`src/rtl/cla_pkg.sv`:
```
// Shared KGP types and helpers for the pipelined carry-lookahead adder.
// Symbols: K=00, P=01 (10 also reads as P), G=11.
package cla_pkg;

  typedef logic [1:0] kgp_t;

  localparam kgp_t KGP_K = 2'b00;
  localparam kgp_t KGP_P = 2'b01;
  localparam kgp_t KGP_G = 2'b11;

  function automatic kgp_t kgp_encode(
    input logic a_bit,
    input logic b_bit
  );
    if (a_bit & b_bit)
      return KGP_G;
    else if (~a_bit & ~b_bit)
      return KGP_K;
    else
      return KGP_P;
  endfunction

  // hi is the more significant span; K/G in hi decides, P defers to lo.
  function automatic kgp_t kgp_combine(
    input kgp_t lo,
    input kgp_t hi
  );
    return (hi[1] == hi[0]) ? hi : lo;
  endfunction

endpackage

```
`src/rtl/kgp_prefix_cell.sv`:
```
// One Kogge-Stone prefix node: combinational KGP combine.
// lo is the less significant span, hi the more significant.
module kgp_prefix_cell
  import cla_pkg::*;
(
  input  kgp_t lo_i,
  input  kgp_t hi_i,
  output kgp_t grp_o
);

  assign grp_o = kgp_combine(lo_i, hi_i);

endmodule

```
`src/rtl/cla_pipe_adder.sv`:
```
// Pipelined KGP Kogge-Stone adder with valid/ready stream handshake.
// Optional CLA_PIPE_OVF_EN adds a registered signed-overflow output.
module cla_pipe_adder
  import cla_pkg::*;
#(
  parameter int WIDTH = 16
) (
  input  logic             clk,
  input  logic             rst,
  input  logic             in_valid,
  output logic             in_ready,
  input  logic [WIDTH-1:0] a,
  input  logic [WIDTH-1:0] b,
  input  logic             cin,
  output logic             out_valid,
  input  logic             out_ready,
  output logic [WIDTH-1:0] sum,
`ifdef CLA_PIPE_OVF_EN
  output logic             cout,
  output logic             ovf
`else
  output logic             cout
`endif
);

  localparam int LEVELS = $clog2(WIDTH);

  // index 0 is the encode stage, index l is prefix level l
  kgp_t             grp_q [LEVELS+1][WIDTH];
  logic [WIDTH-1:0] p_q   [LEVELS+1];
  logic [LEVELS:0]  cin_q;
  logic [LEVELS:0]  v_q;

  kgp_t             enc_d [WIDTH];
  kgp_t             lvl_d [LEVELS][WIDTH];
  logic [WIDTH-1:0] c_d;
  logic [WIDTH-1:0] sum_d;
  logic             cout_d;

  logic             out_valid_q;
  logic [WIDTH-1:0] sum_q;
  logic             cout_q;
  logic             en;

  assign en        = ~out_valid_q | out_ready;
  assign in_ready  = en;
  assign out_valid = out_valid_q;
  assign sum       = sum_q;
  assign cout      = cout_q;

  // Encode operand bits; bit 0 absorbs the carry-in symbol.
  always_comb begin
    for (int i = 0; i < WIDTH; i++)
      enc_d[i] = kgp_encode(a[i], b[i]);
    enc_d[0] = kgp_combine(cin ? KGP_G : KGP_K,
                           kgp_encode(a[0], b[0]));
  end

  for (genvar l = 1; l <= LEVELS; l++) begin : g_lvl
    for (genvar i = 0; i < WIDTH; i++) begin : g_pos
      if (i >= (1 << (l - 1))) begin : g_cell
        kgp_prefix_cell u_cell (
          .lo_i  (grp_q[l-1][i-(1<<(l-1))]),
          .hi_i  (grp_q[l-1][i]),
          .grp_o (lvl_d[l-1][i])
        );
      end else begin : g_pass
        assign lvl_d[l-1][i] = grp_q[l-1][i];
      end
    end
  end

  // Carry into each bit from the resolved group symbols.
  always_comb begin
    c_d    = '0;
    c_d[0] = cin_q[LEVELS];
    for (int i = 1; i < WIDTH; i++)
      c_d[i] = (grp_q[LEVELS][i-1] == KGP_G);
  end

  assign sum_d  = p_q[LEVELS] ^ c_d;
  assign cout_d = (grp_q[LEVELS][WIDTH-1] == KGP_G);

  // Valid bits advance on the global enable; data loads only with valid.
  always_ff @(posedge clk) begin
    if (rst) begin
      v_q         <= '0;
      out_valid_q <= 1'b0;
      sum_q       <= '0;
      cout_q      <= 1'b0;
    end else if (en) begin
      v_q[0] <= in_valid;
      if (in_valid) begin
        grp_q[0] <= enc_d;
        p_q[0]   <= a ^ b;
        cin_q[0] <= cin;
      end
      for (int l = 1; l <= LEVELS; l++) begin
        v_q[l] <= v_q[l-1];
        if (v_q[l-1]) begin
          grp_q[l] <= lvl_d[l-1];
          p_q[l]   <= p_q[l-1];
          cin_q[l] <= cin_q[l-1];
        end
      end
      out_valid_q <= v_q[LEVELS];
      if (v_q[LEVELS]) begin
        sum_q  <= sum_d;
        cout_q <= cout_d;
      end
    end
  end

`ifdef CLA_PIPE_OVF_EN
  logic ovf_q;

  assign ovf = ovf_q;

  // Signed overflow: carry into MSB differs from carry out.
  always_ff @(posedge clk) begin
    if (rst)
      ovf_q <= 1'b0;
    else if (en && v_q[LEVELS])
      ovf_q <= c_d[WIDTH-1] ^ cout_d;
  end
`endif

endmodule

```
`config.mk`:
```
export PLATFORM = sky130hd
export DESIGN_NAME = cla_pipe_adder
export DESIGN_NICKNAME = d
export VERILOG_FILES = /design/src/rtl/cla_pkg.sv /design/src/rtl/kgp_prefix_cell.sv /design/src/rtl/cla_pipe_adder.sv
export SDC_FILE = /design/constraint.sdc
export NUM_CORES = 1
export LEC_CHECK = 0
export ABC_AREA = 1
export CAP_MARGIN = 5
export CORE_MARGIN = 2
export CORE_UTILIZATION = 30
export DETAILED_ROUTE_END_ITERATION = 10
export HOLD_SLACK_MARGIN = 0.08
export PLACE_DENSITY = 0.51
export SYNTH_ARGS = -nofsm -noshare
export SYNTH_HDL_FRONTEND = slang
export SYNTH_SLANG_ARGS = --single-unit
```
`constraint.sdc`:
```
create_clock -name clk -period 4.7 [get_ports clk]
set_input_delay 0.94 -clock clk [delete_from_list [all_inputs] [get_ports clk]]
set_output_delay 0.94 -clock clk [all_outputs]
set_load 0.005 [all_outputs]
```
==> results.md <==
* Post-Syn Area per Cell at 12.8 um^2
* Largest family of logic cells by synthesized area: simple AND/OR/NAND/NOR gates
* Core area at 34,500 um^2
* First-pass GRT wire length at 26,700 um
* Hold Vio Cnt, Final at 0
* Nets at 974
* Hold WS at 0.418 ns
* DR WL/cell at 11.7 um
* Tcrit/Tclk final at 0.655
* Ranking of synthesized cells by area: edfxtp_1 (70%), nand2_1 (5.9%), inv_1 (5.2%), dfxtp_1 (4.4%), ha_1 (3.8%)
* Met1 usage at 0.129
* Hold buffer count at cts at 0
* Netlist cell types at 17
* Synth warn at 0
* HP Class: reg -> reg
* Max-cap check violation count at 0
* Async SR Flop Fraction at 0
* Skew-Pair Late Insertion Delay at 0.54 ns
* Largest delay share family, worst path: buffers and inverters
* Count leader, synth: edfxtp_1
* Clock tree buffer depth at 3
* Crit path buf inv count at 3
* Xor and xnor area share after synthesis at 0
* Total CTS buffers at 29
* FF-to-FF setup slack at 2.63 ns
* CP Data Arrival Time at 2.14 ns
* Initial antenna violation count at 0
* Clock slew at reported path FFs at 0.06 ns
* Worst path max stage delay at 0.52 ns
* Die Y at 191 um
* Multi-input logic area at 2070 um^2
* Post-synth top area share at 0.704
* Ant diodes at 0
* Rows at 68
* PwrDens at 415 nW/um^2
* Residual DRC at 0
* Sequential fraction of the synthesis area at 0.748
* CP Launch Type: input pin
* Initial cell density of the core at 0.303
* Setup_tns at 0 ns
* Share of cells above drive strength 1 at 0.0658
* Tightest Pin Transition at 0.964 ns
* I/O pins at 56
* Vias at 5,499
* Multiplexer area fraction after synthesis at 0
* Gr ovfl total at 0
* CTS sink count at 268
* Fillcell total at 3,324
* Leakage at 4.93 nW
* Synth Instances at 819
* Compound-gate portion of the synthesized area at 0.0461
* Total Power Consumption at 5.24 mW
* Gr usage total at 0.0919
* Synth top cells by count: edfxtp_1 (245), nand2_1 (163), inv_1 (145), nor2_1 (76), a21oi_1 (67)
* Max Clk Rate at 325 MHz
* # setup viols final at 0
* Dpl hpwl at 11,500 um
* Flip-flop and latch area at 7820 um^2
* Crit path max-delay cell type: clkdlybuf4s50_1
* Post-DRT Antenna Nets at 0
* 1st-iter DRT viols at 264
* Critical Path, Cell by Cell: clkdlybuf4s50_1 -> inv_2 -> nand2_4 -> clkdlybuf4s50_1
* Slew headroom at 0.356
* DR vias/cell at 3.98
* Clock H-tree levels at 1
* CTS tree: yes
* Status: completed
* CP Max Fanout at 10
* CP Capture Type: output port
* Req. time, crit path at 3.76 ns
* RSZ-0062 raised after global routing: false
* Top Usage Layer GRT: met2
* Ys flop type: edfxtp_1
* Number of I/O port buffers at 55
* 1st-pass router iterations at 4
* CP Class: in -> out
* Buffer type at the clock tree root: clkbuf_16
* Share of the core filled with cells at 0.366
* Gp weighted congestion at 0.686
* Final setup skew at 0.0138 ns
* Period minus WS final at 3.08 ns
* Post-synth EDFFs at 245
* Mapped cell area at 10,400 um^2
* Vias in the first global route at 5,390
* Die area at 36,300 um^2
* Routing usage on met3 at 0.0188
* GR met2 Demand/Resource at 0.140
* P&R area growth vs syn at 20.9%
* Largest net degree at the start of global routing at 49
* Synth Area in Simple Gates at 0.0968
* Largest area contributor in the synthesized netlist: edfxtp_1
* Worst path most repeated cell: clkdlybuf4s50_1
* Resized Gates After CTS at 0
* Max Slew Vio Count at 0
* Die Width at 191 um
* Routed WL at 16,100 um
* Synthesized Nets at 888
* Worst IR drop on VDD at 0.273 mV
* Synth Area in Adders at 0.0517
* Postcts setup bufs at 0
* Yosys reg bits at 268
layout make-up:
type / count / share of cell area
Clock inverter: 23 / 0.0241
Timing Repair Buffer: 60 / 0.0466
Clock buffer: 30 / 0.0578
Sequential cell: 268 / 0.619
Inverter: 146 / 0.0434
Tap cell: 455 / 0.0451
Multi-Input combinational cell: 400 / 0.164
metrics by stage:
step	cell area (um^2)	instances	worst slack [ns]
after global routing	12600	1382	1.58
after global placement	11600	1329	1.37
after detailed placement	11600	1329	1.33
final	12600	1382	1.62
after CTS	12600	1382	1.61
after floorplan	10400	819	0.941
power by group:
part           leakage, nW  switching [mW]  internal, mW
sequential            2.44          0.0279          2.65
combinational         1.99          0.0809        0.0668
clock                0.503           0.899          1.51
total                 4.93            1.01          4.23
flip-flops by register name, indices dropped and copies added, names as in the netlist:
signal	flops
grp_q	160
p_q	80
sum	16
cin_q	5
v_q	5
cout	1
out_valid	1
per-layer routing:
layer  vias up  wire length (um)
met5         -                 0
met1      2469              7930
met4         0               378
met3        24               671
li1       2918                 -
met2        88              7170
placed cells by master, fill, tap and decap left out:
master	netlist	routed
a21oi_1	67	67
buf_4	2	5
bufinv_16	0	7
clkbuf_1	0	1
clkbuf_16	0	29
clkdlybuf4s50_1	0	55
clkinv_1	0	5
clkinv_2	0	5
clkinv_4	0	1
clkinvlp_4	0	2
dfxtp_1	23	23
edfxtp_1	245	245
ha_1	32	32
inv_1	145	145
inv_2	1	1
inv_6	0	3
maj3_1	14	14
nand2_1	163	163
nand2_4	2	2
nand3_1	17	17
nor2_1	76	71
nor2_2	1	1
nor2_4	0	5
o21ai_0	25	25
o21bai_1	2	2
o22ai_1	1	1
worst paths after layout:
| kind | from | to | depth (start not counted) |
|---|---|---|---|
| min reg2reg | p_q[0][8] | p_q[0][24] | 0 |
| min | p_q[0][8] | p_q[0][24] | 0 |
| max reg2reg | out_valid | grp_q[0][8] | 4 |
| max | out_ready | in_ready | 4 |
kinds of logic (layout without fill, tap and decap cells):
logic type / count (synthesis) / count (layout)
AOI/OAI and AO/OA: 95 / 95
adders and majority gates: 46 / 46
and+or+nand+nor: 259 / 259
DFF: 268 / 268
buffers and inverters: 151 / 259
worst register-to-register path: stages (launching register included):
cell     delay (ns)
dfxtp_1        0.34
nand2_4        0.14
nand2_1        0.13
nor2_4         0.73
buf_4          0.41
(Power assumes the default switching activity.)
